### config.mk
export PLATFORM = sky130hd
export DESIGN_NAME = uart_tx_frame_flat
export DESIGN_NICKNAME = d
export VERILOG_FILES = /design/src/rtl/uart_tx_frame_if.sv /design/src/rtl/uart_tx_frame.sv /design/src/flat_wrapper.sv
export SDC_FILE = /design/constraint.sdc
export NUM_CORES = 1
export LEC_CHECK = 0
export CORE_ASPECT_RATIO = 0.9
export CORE_MARGIN = 10
export CORE_UTILIZATION = 23
export DETAILED_ROUTE_END_ITERATION = 16
export PLACE_DENSITY = 0.41
export SKIP_LAST_GASP = 1
export SLEW_MARGIN = 20
export SYNTH_ARGS = -nofsm -noshare
export SYNTH_HDL_FRONTEND = slang
export SYNTH_SLANG_ARGS = --single-unit
export TNS_END_PERCENT = 20
### constraint.sdc
create_clock -name i_Clock -period 2.4 [get_ports i_Clock]
set_input_delay 0.48 -clock i_Clock [delete_from_list [all_inputs] [get_ports i_Clock]]
set_output_delay 0.48 -clock i_Clock [all_outputs]
set_load 0.02 [all_outputs]
### src/rtl/uart_tx_frame_if.sv
// uart_tx_frame_if: word-side handshake and serial-side status of one UART TX channel.
//   i_Tx_DV / i_Tx_Byte : write strobe and payload word (master -> transmitter)
//   o_Tx_Ready          : holding register empty
//   o_Tx_Active         : frame (or break) on the line
//   o_Tx_Serial         : serial TX line, idles high
//   o_Tx_Done           : one-cycle pulse per completed frame
//   i_Break             : break request, present only with UART_TX_BREAK_EN defined
interface uart_tx_frame_if #(
    parameter int unsigned DATA_BITS = 8
);
    logic                 i_Tx_DV;
    logic [DATA_BITS-1:0] i_Tx_Byte;
    logic                 o_Tx_Ready;
    logic                 o_Tx_Active;
    logic                 o_Tx_Serial;
    logic                 o_Tx_Done;
`ifdef UART_TX_BREAK_EN
    logic                 i_Break;

    modport master (
        output i_Tx_DV, i_Tx_Byte, i_Break,
        input  o_Tx_Ready, o_Tx_Active, o_Tx_Serial, o_Tx_Done
    );
    modport slave (
        input  i_Tx_DV, i_Tx_Byte, i_Break,
        output o_Tx_Ready, o_Tx_Active, o_Tx_Serial, o_Tx_Done
    );
`else
    modport master (
        output i_Tx_DV, i_Tx_Byte,
        input  o_Tx_Ready, o_Tx_Active, o_Tx_Serial, o_Tx_Done
    );
    modport slave (
        input  i_Tx_DV, i_Tx_Byte,
        output o_Tx_Ready, o_Tx_Active, o_Tx_Serial, o_Tx_Done
    );
`endif
endinterface

### src/rtl/uart_tx_frame.sv
// uart_tx_frame: parametrised UART transmitter with a one-entry holding register,
// allowing back-to-back frames with no idle gap between stop and next start bit.
//   i_Clock  : system clock, rising edge
//   i_Rst_n  : synchronous active-low reset
//   tx       : uart_tx_frame_if.slave (DV/Byte in; Ready/Active/Serial/Done out)
// Optional feature macro: UART_TX_BREAK_EN adds tx.i_Break and a BREAK state that
// holds the line low for at least one frame time, followed by one bit time of mark.
module uart_tx_frame #(
    parameter int unsigned CLKS_PER_BIT = 868,
    parameter int unsigned DATA_BITS    = 8,
    parameter int unsigned PARITY       = 0,
    parameter int unsigned STOP_BITS    = 1
) (
    input  logic           i_Clock,
    input  logic           i_Rst_n,
    uart_tx_frame_if.slave tx
);
    localparam int unsigned CLK_W  = (CLKS_PER_BIT > 1) ? $clog2(CLKS_PER_BIT) : 1;
    localparam int unsigned BIT_W  = $clog2(DATA_BITS);
    localparam int unsigned STOP_W = 2;

    // Elaboration-time guard against parameter sets the datapath is not sized for.
    generate
        if (CLKS_PER_BIT < 2 || DATA_BITS < 5 || DATA_BITS > 9 || PARITY > 2 ||
            STOP_BITS < 1 || STOP_BITS > 2) begin : g_bad_param
            $error("uart_tx_frame: illegal parameter set");
        end
    endgenerate

    typedef enum logic [2:0] {
        S_IDLE,
        S_START,
        S_DATA,
        S_PARITY,
        S_STOP
`ifdef UART_TX_BREAK_EN
        , S_BREAK
`endif
    } state_t;

    state_t               state, state_n;
    logic [CLK_W-1:0]     clk_cnt, clk_cnt_n;
    logic [BIT_W-1:0]     bit_cnt, bit_cnt_n;
    logic [STOP_W-1:0]    stop_cnt, stop_cnt_n;
    logic [DATA_BITS-1:0] shift, shift_n;
    logic                 par_bit, par_n;
    logic                 hold_valid, hold_valid_n;
    logic [DATA_BITS-1:0] hold_data, hold_data_n;
    logic                 serial, serial_n;
    logic                 active, active_n;
    logic                 done, done_n;
    logic                 load;
    logic                 bit_end;
    logic                 ready_c;

`ifdef UART_TX_BREAK_EN
    localparam int unsigned FRAME_CLKS =
        CLKS_PER_BIT * (1 + DATA_BITS + ((PARITY != 0) ? 1 : 0) + STOP_BITS);
    localparam int unsigned BRK_W = $clog2(FRAME_CLKS);

    logic             brk_req, brk_req_n;
    logic [BRK_W-1:0] brk_cnt, brk_cnt_n;
    logic             brk_mark, brk_mark_n;

    // Break holds off new words until the line is back to idle.
    assign ready_c = ~hold_valid & (state != S_BREAK);
`else
    assign ready_c = ~hold_valid;
`endif

    assign bit_end = (clk_cnt == CLK_W'(CLKS_PER_BIT - 1));

    // State and datapath registers.
    always_ff @(posedge i_Clock) begin
        if (!i_Rst_n) begin
            state      <= S_IDLE;
            clk_cnt    <= '0;
            bit_cnt    <= '0;
            stop_cnt   <= '0;
            shift      <= '0;
            par_bit    <= 1'b0;
            hold_valid <= 1'b0;
            hold_data  <= '0;
            serial     <= 1'b1;
            active     <= 1'b0;
            done       <= 1'b0;
`ifdef UART_TX_BREAK_EN
            brk_req    <= 1'b0;
            brk_cnt    <= '0;
            brk_mark   <= 1'b0;
`endif
        end else begin
            state      <= state_n;
            clk_cnt    <= clk_cnt_n;
            bit_cnt    <= bit_cnt_n;
            stop_cnt   <= stop_cnt_n;
            shift      <= shift_n;
            par_bit    <= par_n;
            hold_valid <= hold_valid_n;
            hold_data  <= hold_data_n;
            serial     <= serial_n;
            active     <= active_n;
            done       <= done_n;
`ifdef UART_TX_BREAK_EN
            brk_req    <= brk_req_n;
            brk_cnt    <= brk_cnt_n;
            brk_mark   <= brk_mark_n;
`endif
        end
    end

    // Next-state, next-output and holding-register logic.
    always_comb begin
        state_n      = state;
        clk_cnt_n    = bit_end ? '0 : clk_cnt + CLK_W'(1);
        bit_cnt_n    = bit_cnt;
        stop_cnt_n   = stop_cnt;
        shift_n      = shift;
        par_n        = par_bit;
        hold_valid_n = hold_valid;
        hold_data_n  = hold_data;
        serial_n     = serial;
        active_n     = active;
        done_n       = 1'b0;
        load         = 1'b0;
`ifdef UART_TX_BREAK_EN
        brk_req_n    = brk_req | tx.i_Break;
        brk_cnt_n    = brk_cnt;
        brk_mark_n   = brk_mark;
`endif

        case (state)
            S_IDLE: begin
                clk_cnt_n = '0;
                serial_n  = 1'b1;
                active_n  = 1'b0;
                // Buffered data always goes before a pending break.
                if (hold_valid) begin
                    load     = 1'b1;
                    state_n  = S_START;
                    serial_n = 1'b0;
                    active_n = 1'b1;
                end
`ifdef UART_TX_BREAK_EN
                else if (brk_req | tx.i_Break) begin
                    state_n    = S_BREAK;
                    serial_n   = 1'b0;
                    active_n   = 1'b1;
                    brk_req_n  = 1'b0;
                    brk_cnt_n  = '0;
                    brk_mark_n = 1'b0;
                end
`endif
            end

            S_START: begin
                if (bit_end) begin
                    state_n   = S_DATA;
                    bit_cnt_n = '0;
                    serial_n  = shift[0];
                end
            end

            S_DATA: begin
                if (bit_end) begin
                    if (bit_cnt == BIT_W'(DATA_BITS - 1)) begin
                        if (PARITY != 0) begin
                            state_n  = S_PARITY;
                            serial_n = par_bit;
                        end else begin
                            state_n    = S_STOP;
                            serial_n   = 1'b1;
                            stop_cnt_n = STOP_W'(1);
                        end
                    end else begin
                        bit_cnt_n = bit_cnt + BIT_W'(1);
                        shift_n   = shift >> 1;
                        serial_n  = shift[1];
                    end
                end
            end

            S_PARITY: begin
                if (bit_end) begin
                    state_n    = S_STOP;
                    serial_n   = 1'b1;
                    stop_cnt_n = STOP_W'(1);
                end
            end

            S_STOP: begin
                if (bit_end) begin
                    if (stop_cnt == STOP_W'(STOP_BITS)) begin
                        done_n = 1'b1;
                        // A buffered word starts on this same edge: no idle gap.
                        if (hold_valid) begin
                            load     = 1'b1;
                            state_n  = S_START;
                            serial_n = 1'b0;
                        end else begin
                            state_n  = S_IDLE;
                            serial_n = 1'b1;
                            active_n = 1'b0;
                        end
                    end else begin
                        stop_cnt_n = stop_cnt + STOP_W'(1);
                    end
                end
            end

`ifdef UART_TX_BREAK_EN
            S_BREAK: begin
                brk_req_n = 1'b0;
                active_n  = 1'b1;
                if (!brk_mark) begin
                    // Low phase: saturate at one frame time, then wait for release.
                    clk_cnt_n = '0;
                    serial_n  = 1'b0;
                    if (brk_cnt != BRK_W'(FRAME_CLKS - 1)) begin
                        brk_cnt_n = brk_cnt + BRK_W'(1);
                    end else if (!tx.i_Break) begin
                        brk_mark_n = 1'b1;
                        serial_n   = 1'b1;
                    end
                end else begin
                    // Mark-after-break lasts one bit time.
                    serial_n = 1'b1;
                    if (bit_end) begin
                        state_n    = S_IDLE;
                        active_n   = 1'b0;
                        brk_mark_n = 1'b0;
                    end
                end
            end
`endif

            default: begin
                state_n  = S_IDLE;
                serial_n = 1'b1;
                active_n = 1'b0;
            end
        endcase

        // Frame start: move the buffered word into the shifter and free the buffer.
        if (load) begin
            shift_n      = hold_data;
            par_n        = (^hold_data) ^ (PARITY == 1);
            hold_valid_n = 1'b0;
        end

        if (tx.i_Tx_DV && ready_c) begin
            hold_valid_n = 1'b1;
            hold_data_n  = tx.i_Tx_Byte;
        end
    end

    assign tx.o_Tx_Ready  = ready_c;
    assign tx.o_Tx_Active = active;
    assign tx.o_Tx_Serial = serial;
    assign tx.o_Tx_Done   = done;
endmodule
### src/flat_wrapper.sv
// flat-port wrapper written by rule: the top's interface ports become plain ports
module uart_tx_frame_flat 
#(
    parameter int unsigned CLKS_PER_BIT = 868,
    parameter int unsigned DATA_BITS    = 8,
    parameter int unsigned PARITY       = 0,
    parameter int unsigned STOP_BITS    = 1
)
  (i_Clock, i_Rst_n, tx_i_Tx_DV, tx_i_Tx_Byte, tx_o_Tx_Ready, tx_o_Tx_Active, tx_o_Tx_Serial, tx_o_Tx_Done);
  uart_tx_frame_if #(.DATA_BITS(DATA_BITS)) tx_i ();
  input  logic i_Clock;
  input  logic i_Rst_n;
  input wire logic [$bits(tx_i.i_Tx_DV)-1:0] tx_i_Tx_DV;
  input wire logic [$bits(tx_i.i_Tx_Byte)-1:0] tx_i_Tx_Byte;
  output wire logic [$bits(tx_i.o_Tx_Ready)-1:0] tx_o_Tx_Ready;
  output wire logic [$bits(tx_i.o_Tx_Active)-1:0] tx_o_Tx_Active;
  output wire logic [$bits(tx_i.o_Tx_Serial)-1:0] tx_o_Tx_Serial;
  output wire logic [$bits(tx_i.o_Tx_Done)-1:0] tx_o_Tx_Done;
  assign tx_i.i_Tx_DV = tx_i_Tx_DV;
  assign tx_i.i_Tx_Byte = tx_i_Tx_Byte;
  assign tx_o_Tx_Ready = tx_i.o_Tx_Ready;
  assign tx_o_Tx_Active = tx_i.o_Tx_Active;
  assign tx_o_Tx_Serial = tx_i.o_Tx_Serial;
  assign tx_o_Tx_Done = tx_i.o_Tx_Done;
  uart_tx_frame #(.CLKS_PER_BIT(CLKS_PER_BIT), .DATA_BITS(DATA_BITS), .PARITY(PARITY), .STOP_BITS(STOP_BITS)) u_core (.i_Clock(i_Clock), .i_Rst_n(i_Rst_n), .tx(tx_i));
endmodule
==> impl_metrics.ini, run 1 <==
[final_layout]
final_cells = 317
nets = 236
fill_cells = 834
antenna_cells = 0
syn_to_final_growth_pct = 19.0
drive_gt1_share_pct = 8.60
stdcell_area_mm2 = 0.00210

[sta]
slew_headroom_pct = 65.7
hold_violations = 0
tns_ns = 0
final_max_slew_viol_count = 0
fin_crit_ns = 2.06
finClkSkew_ns = 0.00579
rsz0062_at_grt = no
worst_pin_slew_ns = 0.514
final-setup-viol-count = 0
maxClockFrequency_ghz = 0.485
min_period_over_period_pct = 85.9

[die]
pin_count = 15
core_mm2 = 0.00751
start_util_pct = 23.6
die-area_mm2 = 0.0116
die_w_um = 112
die_h_um = 103
rows = 30

[cts]
cts_setup_buffers = 0
clkTransAtPathRegs_ns = 0.07
numCtsBuffers = 5
clock_sinks = 38
cts_resized = 0
cts_tree = yes
htree_levels = 2
ctsHoldBuffers = 0
cts_root_buffer = clkbuf_8
clk_path_buf_depth = 2
insertion_delay_ns = 0.28

[worst_setup_path]
critPathLaunchType = register
critPathKind = reg -> reg
critPathArrivalTime_ns = 2.23
required_ns = 2.57
crit_path_end_kind = register
crit_fanout = 7

[power]
power_density_mw_per_mm2 = 588
fin_total_pwr_uw = 1240
clockPowerShare_pct = 32.9
p_switching_uw = 315
pwr-share-comb_pct = 11.7
netSwitchingFraction_pct = 25.5
seqPwrFrac_pct = 55.4
power.leakage_uw = 0.000676
p_int_uw = 921
vdd_drop_max_v = 0.000203

[logic_synthesis]
synth_ff_type = dfxtp_1
yosysMostFrequentCell = dfxtp_1
synth_common_cells = 38 x dfxtp_1, 27 x a21oi_1, 26 x nand2_1, 17 x nor2_1, 8 x mux2i_1
async_reset_ff_share_pct = 0
synthDistinctLibCells = 44
synth_fp_nets = 220
yosys_warnings = 0
synth_top_area_share_pct = 43.0
synth_edf_count = 0
synth_top_area_cell = dfxtp_1
syn-cell-area_mm2 = 0.00177
seq_area_frac_synth_pct = 43.0
postSynthAreaPerCell_um2 = 8.62
synth_area_leaders = dfxtp_1 43%, a21oi_1 7.6%, nand2_1 5.5%, mux2i_1 4.5%, nor2_1 3.6%
synth_seq_cells = 38
syn-instance-count = 205

[detailed_routing]
num_vias = 1456
drt-pass1-iter-count = 4
post_drt_wl_per_cell_um = 12.9
ant_nets = 0
drc = 0
via_per_inst = 4.59
dr.first_iter.drc_count = 68
wl_mm = 4.09

[placement]
place_area_mm2 = 0.00202
dp_hpwl_mm = 3.06
dpl.cell_count = 310
port_buffers = 14
place_congestion = 0.742

[grt]
antenna_found_initial = 0
grt_pass1_vias = 1324
track_usage_pct = 7.10
grt_pass1_wl_mm = 6.76
gr-total-overflow = 0
grt_max_degree = 16

[job]
cap_violations = 0

[outcome]
outcome = completed

[hold_path]
hp-class = reg -> reg
final timing paths:
check,start,to,slack [ns],depth (start not counted)
worst max-delay path,u_core.bit_cnt[0],u_core.shift[5],0.34,7
worst min register to register,u_core.hold_data[3],u_core.hold_data[3],0.46,2
worst max register to register,u_core.bit_cnt[0],u_core.shift[5],0.34,7
worst min-delay path,u_core.hold_data[3],u_core.hold_data[3],0.46,2
logic make-up (layout without fill, tap and decap cells):
| group | count (synthesis) | count (layout) | synth area share, % |
|---|---|---|---|
| fa+ha+maj | 4 | 4 | 2.83 |
| flops | 38 | 38 | 43.0 |
| buf+inv | 15 | 31 | 3.40 |
| simple gates | 80 | 80 | 24.1 |
| compound gates | 51 | 51 | 17.7 |
| xor+xnor | 9 | 9 | 4.46 |
| mux | 8 | 8 | 4.53 |
registers in the layout, summed over array words and instances, names as in the netlist:
name	cells
u_core.tx.o_Tx_Serial	1
u_core.clk_cnt	10
u_core.tx.o_Tx_Done	1
u_core.shift	8
u_core.bit_cnt	3
u_core.hold_valid	1
u_core.tx.o_Tx_Active	1
u_core.stop_cnt	2
u_core.hold_data	8
u_core.state	3
power by group through the flow:
| stage | Clock, uW | Sequential (uW) | Combinational [uW] |
|---|---|---|---|
| after floorplan | 0 | 693 | 95.5 |
| after CTS | 429 | 684 | 147 |
| after global routing | 446 | 689 | 164 |
| final | 407 | 684 | 145 |
| after global placement | 0 | 699 | 148 |
| after detailed placement | 0 | 699 | 146 |
worst max-delay path, cell delays in order, from the launching register on:
cell     delay, ns
dfxtp_1       0.32
ha_1          0.19
ha_1          0.24
or4b_1        0.56
nor4_4        0.15
buf_4         0.21
mux2i_1       0.20
a21oi_1       0.08
metrics by stage:
step / hold slack, ns / setup slack (ns) / utilization (%)
6_report: 0.463 / 0.339 / 28.0
5_1_grt: 0.476 / 0.204 / 28.0
4_1_cts: 0.463 / 0.330 / 28.0
2_1_floorplan: 0.430 / 0.339 / -
3_3_place_gp: 0.447 / 0.348 / 27.0
3_5_place_dp: 0.452 / 0.340 / 27.0
metal layers:
metal	wire length [um]	track usage (%)	vias to the layer above	share of wire (%)
li1	-	-	767	-
met1	2210	10.3	659	54
met2	1650	9.66	24	40
met3	147	1.50	6	3.6
met4	80	3.22	0	2.0
met5	0	0	-	0
final cells by class:
class	instances	area (um^2)	share of cell area, %
multi-input cells	152	947	45.0
well taps	96	120	5.71
clock buffers	5	68.8	3.27
clock inverters	2	10.0	0.476
inverters	5	18.8	0.892
repair buffers	19	178	8.45
flip-flops and latches	38	761	36.2
cell usage in the layout, fill, tap and decap left out, types with 2 or more instances in the layout:
cell type        instances
dfxtp_1                 38
a21oi_1                 27
nand2_1                 26
nor2_1                  17
clkdlybuf4s50_1         14
mux2i_1                  8
nand3_1                  7
xnor2_1                  7
o31ai_1                  7
o21ai_0                  6
clkbuf_8                 5
buf_4                    5
inv_1                    4
nand4_1                  4
ha_1                     4
nor2b_1                  3
nand2b_1                 3
and2_1                   2
nor4_1                   2
and3_1                   2
nor4b_1                  2
a311oi_1                 2
xor2_1                   2
nor3_1                   2
clkinv_2                 2
No activity file was read; power rests on OpenSTA's default activity.
==> run 2: changes to the inputs <==
CELL_PAD_IN_SITES_DETAIL_PLACEMENT = 1   (was default)
CELL_PAD_IN_SITES_GLOBAL_PLACEMENT = 2   (was default)
PLACE_DENSITY = 0.57   (was 0.41)
==> run 2 against run 1 <==
Fmax down 1.7%. Setup slack worse by 0.036 ns. Clock-buffer cell count up 1. Highest routed layer unchanged. Non-clock buffer count stayed put. Critical endpoint is now u_core.shift[0]. Via count increased by 1.9%. Hold slack barely moved. First-iteration DRC count decreased by 46%. Register-to-register slack lost 0.04 ns.
==> impl_metrics.ini, run 2 (synthesis results as in run 1) <==
[outcome]
outcome = completed

[grt]
grt_pass1_vias = 1489
track_usage_pct = 8.42
antenna_found_initial = 0
grt_max_degree = 17
grt_pass1_wl_mm = 7.84
gr-total-overflow = 0

[worst_setup_path]
cp_common_cell = ha_1
slowest_delay_ns = 0.56
required_ns = 2.58
crit_fanout = 7
critPathArrivalTime_ns = 2.28
crit_path_end_kind = register
critPathKind = reg -> reg
critPathLaunchType = register
crit_path_cell_trace = ha_1 -> ha_1 -> or4b_1 -> nor4_4 -> buf_4 -> mux2i_1 -> a21oi_1
cp_slowest_cell = or4b_1

[sta]
finClkSkew_ns = 0.00621
final_max_slew_viol_count = 0
fin_crit_ns = 2.10
slew_headroom_pct = 63.2
rsz0062_at_grt = no
hold_violations = 0
hold_slack_ns = 0.463
min_period_over_period_pct = 87.4
final-setup-viol-count = 0
tns_ns = 0
maxClockFrequency_ghz = 0.477
worst_pin_slew_ns = 0.550

[final_layout]
nets = 236
fill_cells = 881
antenna_cells = 0
largest_reg_flops = 10
regMostFlops = u_core.clk_cnt
top_regs = u_core.clk_cnt (10), u_core.hold_data (8), u_core.shift (8)
syn_to_final_growth_pct = 20.9
stdcell_area_mm2 = 0.00214
postLayoutCoreUtil_pct = 28.5
drive_gt1_share_pct = 8.60
final_common_cell = dfxtp_1
layout_common_cells = 38 x dfxtp_1, 27 x a21oi_1, 26 x nand2_1, 17 x nor2_1, 14 x clkdlybuf4s50_1

[cts]
cts_root_buffer = clkbuf_8
cts_setup_buffers = 0
clkTransAtPathRegs_ns = 0.08
numCtsBuffers = 5
clk_path_buf_depth = 2
ctsHoldBuffers = 0
cts_tree = yes
cts_resized = 0
clock_sinks = 38
insertion_delay_ns = 0.29
htree_levels = 2

[die]
core_mm2 = 0.00751
die_h_um = 103
die_w_um = 112
rows = 30
start_util_pct = 23.6
die-area_mm2 = 0.0116
pin_count = 15

[detailed_routing]
via_per_inst = 4.68
wl_mm = 4.77
drc = 0
dr.first_iter.drc_count = 37
drt-pass1-iter-count = 4
ant_nets = 0
num_vias = 1484
post_drt_wl_per_cell_um = 15.1

[placement]
dp_hpwl_mm = 3.54
place_congestion = 0.756
port_buffers = 14
place_area_mm2 = 0.00202

[power]
power_density_mw_per_mm2 = 653
vdd_drop_max_v = 0.000188
power.leakage_uw = 0.000690

[hold_path]
hp-class = reg -> reg

[job]
cap_violations = 0
==> run 2: metrics by stage <==
| stage | power, uW | setup WS [ns] | std cells |
|---|---|---|---|
| after floorplan | 788 | 0.339 | 205 |
| after global placement | 849 | 0.288 | 310 |
| after detailed placement | 850 | 0.293 | 310 |
| after CTS | 1420 | 0.272 | 317 |
| after global routing | 1480 | 0.139 | 317 |
| final | 1400 | 0.303 | 317 |
==> run 2: worst paths after layout <==
path                       start  cells after the start  slack, ns                   to
min reg2reg  u_core.hold_data[7]                      2       0.46  u_core.hold_data[7]
max            u_core.bit_cnt[0]                      7       0.30      u_core.shift[0]
min          u_core.hold_data[7]                      2       0.46  u_core.hold_data[7]
max reg2reg    u_core.bit_cnt[0]                      7       0.30      u_core.shift[0]
==> run 2: layer usage <==
layer / track usage, % / wire length (um) / part of all wire, %
met5: 0 / 0 / 0
met4: 3.22 / 74 / 1.6
met3: 2.77 / 189 / 4.0
met2: 11.1 / 1780 / 37
met1: 12.1 / 2730 / 57
==> run 2: critical path, delay by kind of cell, from the launching register on <==
family,cells,cell delay [ns]
AND/OR/NAND/NOR,2,0.72
flip-flops,1,0.32
multiplexers,1,0.20
AO/OA/AOI/OAI,1,0.08
adder cells (fa/ha/maj),2,0.44
buffers and inverters,1,0.22
==> run 2: area by class of cell <==
class | instances | area (um^2) | share of cell area [%]
flip-flops and latches | 38 | 761 | 35.6
multi-input cells | 152 | 947 | 44.3
clock inverters | 1 | 30.0 | 1.41
repair buffers | 19 | 178 | 8.31
inverters | 5 | 18.8 | 0.878
well taps | 96 | 120 | 5.62
clock buffers | 6 | 82.6 | 3.86
==> run 2: where the power goes <==
group          internal (uW)  total [uW]  switching (uW)
Clock                    333         563             230
Combinational           65.6         150            84.0
Sequential               660         683            23.4
Total                   1060        1400             337
